### src/rtl/rt_mem_requester.sv
// Single-outstanding requester bridging the core data port to racetrack memory.
// Optional WAIT timeout with error response: define RT_TIMEOUT_EN.
module rt_mem_requester #(
    parameter int ADDR_WIDTH  = 9,
    parameter int DATA_WIDTH  = 32,
    parameter int TIMEOUT_CYC = 64
) (
    input  logic                  clk_i,
    input  logic                  rst_i,
    input  logic                  data_req_i,
    input  logic                  data_we_i,
    input  logic [3:0]            data_be_i,
    input  logic [ADDR_WIDTH-1:0] data_addr_i,
    input  logic [DATA_WIDTH-1:0] data_wdata_i,
    input  logic [DATA_WIDTH-1:0] data_mask_i,
    input  logic [7:0]            data_lim_funct_i,
    output logic                  data_gnt_o,
    output logic                  data_rvalid_o,
    output logic [DATA_WIDTH-1:0] data_rdata_o,
    output logic                  data_err_o,
    output logic                  en_ab_o,
    output logic                  write_pulse_o,
    output logic                  read_pulse_o,
    output logic                  range_active_o,
    output logic                  write_en_data_o,
    output logic [ADDR_WIDTH-1:0] addr_o,
    output logic [3:0]            be_b_o,
    output logic [DATA_WIDTH-1:0] write_data_o,
    output logic [DATA_WIDTH-1:0] mask_o,
    output logic [7:0]            lim_funct_o,
    input  logic [DATA_WIDTH-1:0] r_data_i,
    input  logic                  r_valid_i
);

    typedef enum logic [1:0] {
        IDLE,
        ISSUE,
        WAIT,
        RESP
    } state_t;

    state_t state, state_nxt;

    logic                  req_we;
    logic [3:0]            req_be;
    logic [ADDR_WIDTH-1:0] req_addr;
    logic [DATA_WIDTH-1:0] req_wdata;
    logic [DATA_WIDTH-1:0] req_mask;
    logic [7:0]            req_lim;
    logic [DATA_WIDTH-1:0] rdata_q;
    logic                  grant;
    logic                  timeout;
    logic                  active;

    // No grant while reset is asserted: the edge would not take effect.
    assign grant = data_req_i && (state == IDLE) && !rst_i;

    always_ff @(posedge clk_i) begin
        if (rst_i) begin
            state <= IDLE;
        end else begin
            state <= state_nxt;
        end
    end

    always_comb begin
        state_nxt = state;
        unique case (state)
            IDLE:  if (grant) state_nxt = ISSUE;
            ISSUE: state_nxt = WAIT;
            WAIT:  if (r_valid_i || timeout) state_nxt = RESP;
            RESP:  state_nxt = IDLE;
            default: state_nxt = IDLE;
        endcase
    end

    always_ff @(posedge clk_i) begin
        if (rst_i) begin
            req_we    <= 1'b0;
            req_be    <= '0;
            req_addr  <= '0;
            req_wdata <= '0;
            req_mask  <= '0;
            req_lim   <= '0;
        end else if (grant) begin
            req_we    <= data_we_i;
            req_be    <= data_be_i;
            req_addr  <= data_addr_i;
            req_wdata <= data_wdata_i;
            req_mask  <= data_mask_i;
            req_lim   <= data_lim_funct_i;
        end
    end

    // Writes complete with zero read data; a timeout also returns zero.
    always_ff @(posedge clk_i) begin
        if (rst_i) begin
            rdata_q <= '0;
        end else if (state == WAIT && r_valid_i) begin
            rdata_q <= req_we ? '0 : r_data_i;
        end else if (timeout) begin
            rdata_q <= '0;
        end
    end

`ifdef RT_TIMEOUT_EN
    localparam int CW = $clog2(TIMEOUT_CYC + 1);

    logic [CW-1:0] wait_cnt;
    logic          err_q;

    always_ff @(posedge clk_i) begin
        if (rst_i) begin
            wait_cnt <= '0;
        end else if (state == ISSUE) begin
            wait_cnt <= '0;
        end else if (state == WAIT) begin
            wait_cnt <= wait_cnt + 1'b1;
        end
    end

    // r_valid_i on the last WAIT cycle wins over the timeout.
    assign timeout = (state == WAIT) && !r_valid_i
                   && (wait_cnt == CW'(TIMEOUT_CYC - 1));

    always_ff @(posedge clk_i) begin
        if (rst_i) begin
            err_q <= 1'b0;
        end else if (state == WAIT && r_valid_i) begin
            err_q <= 1'b0;
        end else if (timeout) begin
            err_q <= 1'b1;
        end
    end

    assign data_err_o = err_q;
`else
    assign timeout    = 1'b0;
    assign data_err_o = 1'b0;
`endif

    assign active = (state == ISSUE) || (state == WAIT);

    assign data_gnt_o      = grant;
    assign data_rvalid_o   = (state == RESP);
    assign data_rdata_o    = rdata_q;
    assign en_ab_o         = active;
    assign range_active_o  = active;
    assign read_pulse_o    = (state == ISSUE) && !req_we;
    assign write_pulse_o   = (state == ISSUE) && req_we;
    assign write_en_data_o = (state == ISSUE) && req_we && (req_lim == 8'd0);
    assign addr_o          = active ? req_addr  : '0;
    assign be_b_o          = active ? req_be    : '0;
    assign write_data_o    = active ? req_wdata : '0;
    assign mask_o          = active ? req_mask  : '0;
    assign lim_funct_o     = active ? req_lim   : '0;

endmodule
### config.mk
export PLATFORM = sky130hd
export DESIGN_NAME = rt_mem_requester
export DESIGN_NICKNAME = d
export VERILOG_FILES = /design/src/rtl/rt_mem_requester.sv
export SDC_FILE = /design/constraint.sdc
export NUM_CORES = 1
export LEC_CHECK = 0
export BUFFER_PORTS_ARGS = -buffer_cell sky130_fd_sc_hd__buf_2
export CELL_PAD_IN_SITES_DETAIL_PLACEMENT = 0
export CELL_PAD_IN_SITES_GLOBAL_PLACEMENT = 1
export CORE_UTILIZATION = 32
export DETAILED_ROUTE_END_ITERATION = 6
export PLACE_DENSITY = 0.78
export SYNTH_ARGS = -nofsm -noshare
export SYNTH_HDL_FRONTEND = slang
export SYNTH_SLANG_ARGS = --single-unit
### constraint.sdc
create_clock -name clk_i -period 1.85 [get_ports clk_i]
set_clock_uncertainty 0.05 [all_clocks]
set_input_delay 0.37 -clock clk_i [delete_from_list [all_inputs] [get_ports clk_i]]
set_output_delay 0.37 -clock clk_i [all_outputs]
set_load 0.02 [all_outputs]
==> implementation parameters <==
Parameter                              Value

Finish
  Number of fillers in the final layout    about 1500
  Area taken by multi-input logic gates    approximately 0.0025 mm2
  Final core utilization    0.513
  Sequential cell area    0.00240 mm2
  Post-layout nets    approximately 1000
  Fraction of final layout cells sized beyond drive strength 1    0.429
  Antenna cells    0
  Area growth from synthesis to layout    55.3%
  Post-route cell area    0.00782 mm2

Yosys
  Register bit count reported by yosys    120
  Largest area contributor in the netlist    dfxtp_1
  Post-Syn Area    between 0.005 and 0.006 mm2
  Biggest area contributors in the synthesized netlist    dfxtp_1 48%, nand2_1 15%, a21oi_1 12%
  Fraction of the yosys area taken by sequential cells    0.477
  Netlist cell types    20
  Yosys warning count    0
  Instance count of the mapped netlist    about 640
  EDFF count, synth    0
  Area share of the leading cell type in the synthesized netlist    0.477
  Top cells by instance count after synthesis    208 x nand2_1, 120 x dfxtp_1, 119 x a21oi_1
  Post-synthesis area per instance    between 7 and 8 um2
  Leading cell type by number of instances after synthesis    nand2_1
  Share of synthesized registers carrying an async set or reset    0
  Predominant post-synthesis flop cell    dfxtp_1
  Net count after synthesis    769

Detailed routing
  Number of design rule violations left after detail routing    0
  Total number of vias    roughly 5100
  Detail-routed net length per standard cell    around 15 um
  First-iteration detailed-routing DRC count    ~230
  Post-detailed-route count of antenna-violating nets    0
  Number of vias per cell    about 4.6
  Iteration count of the initial detailed-routing pass    4
  Total wire length    ~16000 um

Global route
  First-pass GRT wire length    24500 um
  Global-route congestion overflow total    0
  Maximum number of pins on one net before global-route repair    68
  Global-route usage over all layers    0.193
  Number of antenna violations at the first check in global routing    0
  Via count of the first global-routing pass    around 4800

Clock tree
  Inserted Clock Buffers    17
  Number of buffers on the longest clock path    2
  Cts hold-fix bufs    0
  Post-CTS clock slew at the launch and capture registers of the worst setup and hold paths    50 ps
  Level count of the clock H-tree    4
  Clk sinks    120
  TritonCTS clock tree    done
  Worst-Skew Late Latency    approximately 400 ps
  Cell chosen for the clock root    clkbuf_16

Setup path
  Setup crit start kind    flip-flop
  Endpoint kind of the worst setup timing path    output port
  Endpoint arrival time on the critical path    between 1500 and 2000 ps
  Path type of the worst setup path    reg2out
  Data required time of the critical path    about 1400 ps
  Setup slack of the most critical reg-to-reg path    between 100 and 150 ps
  Worst-path fanout max    8

Power and ir drop
  Internal Power    7550 uW
  Fraction of power consumed by sequential logic    0.286
  Gate power share    0.419
  Proportion of total power due to net switching    0.342
  Sw power    slightly below 4000 uW
  Maximum ir drop on the vdd rail    between 0.6 and 0.7 mV
  Leakage dissipation    around 0.0035 uW
  Pwr/cell area    ~1500 mW/mm2
  Overall power after layout    roughly 11000 uW
  Clk network pwr share    0.295

STA
  Peak clock frequency supported by timing    473 MHz
  Clock period minus worst slack    approximately 2100 ps
  Final period utilization    1.14
  Slew Viols, Final    0
  RSZ-0062 raised after global routing    true
  Worst hold margin    between 150 and 200 ps
  Final Hold Viols    0
  Worst setup slack after layout    -263 ps
  Final setup violating endpoints    slightly below 90
  Sum of negative setup slack    -18740 ps
  Least-Margin Pin Slew    583 ps
  Worst slew slack as a fraction of its limit    0.611

Place
  Count of port buffers added during placement    approximately 250
  Placer congestion estimate    around 0.7
  Half-perimeter wire length after placement    approximately 9900 um
  Instance area at placement    roughly 0.0065 mm2

Outcome
  Violations in the final reports    negative setup slack
  Status    finished, violations left

Run
  Number of max-cap violations    0

Floorplan
  Num ports    about 250
  Total die area    0.0163 mm2
  Vert. Die Dim    127 um
  Area of the core region    0.0153 mm2
  Horiz. Die Dim    127 um
  Starting Density    0.330
  Number of rows created at floorplan    45

Worst hold path
  Worst min-delay path category    in2reg
## cells by family after synthesis
group                    Yosys count  synth area share
AND/OR/NAND/NOR                  334             0.327
AO/OA/AOI/OAI                    120             0.120
flip-flops                       120             0.477
buffers and inverters             61            0.0611
adder cells (fa/ha/maj)            5            0.0124
multiplexers                       1           0.00199
other                              1          0.000744
## what timing repair did
item | in CTS | in global routing
setup endpoints to repair | 90 | 91
pin swaps | 3 | 1
gates cloned | 6 | 1
resized for setup | 112 | 73
setup buffers | 9 | 3
## final timing paths
path | from | endpoint | cells after the start
min reg2reg | data_rdata_o[10] | data_rdata_o[10] | 2
max | state[1] | mask_o[18] | 6
max reg2reg | state[0] | req_lim[6] | 8
min | data_wdata_i[8] | req_wdata[8] | 3
## flip-flops by register name (all words and copies together) (netlist names)
| name | flops |
|---|---|
| req_be | 4 |
| req_lim | 8 |
| req_addr | 9 |
| data_rdata_o | 32 |
| req_wdata | 32 |
| req_mask | 32 |
| state | 2 |
| req_we | 1 |
## final cells by class
| class | count | area share |
|---|---|---|
| inverter | 4 | 0.00224 |
| timing repair buffer | 279 | 0.260 |
| multi-input combinational | 461 | 0.318 |
| sequential | 120 | 0.307 |
| clock inverter | 11 | 0.0184 |
| tap | 211 | 0.0337 |
| clock buffer | 21 | 0.0601 |
## power groups by stage
stage          Clock [uW]  Combinational, uW  Sequential, uW
5_1_grt              3590               5160            3330
4_1_cts              3460               4670            3270
3_3_place_gp            0               3200            3300
3_5_place_dp            0               3230            3310
2_1_floorplan           0               2150            3320
6_report             3390               4810            3280
## metrics by stage
stage          instances  setup WS (ps)
2_1_floorplan        642           60.9
3_3_place_gp        1058            106
3_5_place_dp        1058           94.2
4_1_cts             1105           -291
5_1_grt             1107           -319
6_report            1107           -263
## critical path, cell delays in order, from the launching register on
cell and delay, ps:
dfxtp_2 330, inv_2 50, ha_4 290, buf_4 150
buf_8 130, and2_2 180, buf_4 160
## layer usage
layer,vias up,global-route usage,routed length (um)
li1,2565,-,-
met1,2397,0.245,7370
met2,169,0.316,7890
met3,6,0.0565,942
met4,0,0.0560,91
met5,-,0,0
## placed cells by master, fill, tap and decap left out, drive strengths merged
cell,instances
or3,1
inv,5
a21oi,119
bufinv,3
clkinv,3
nor2b,2
clkinvlp,4
nor4,2
clkbuf,22
o211a,1
conb,1
ha,5
nand4b,32
nand2,208
nor2,1
and3,1
mux2i,1
and2,87
dfxtp,120
buf,278
Note: power is estimated with default switching activity, not from simulation.
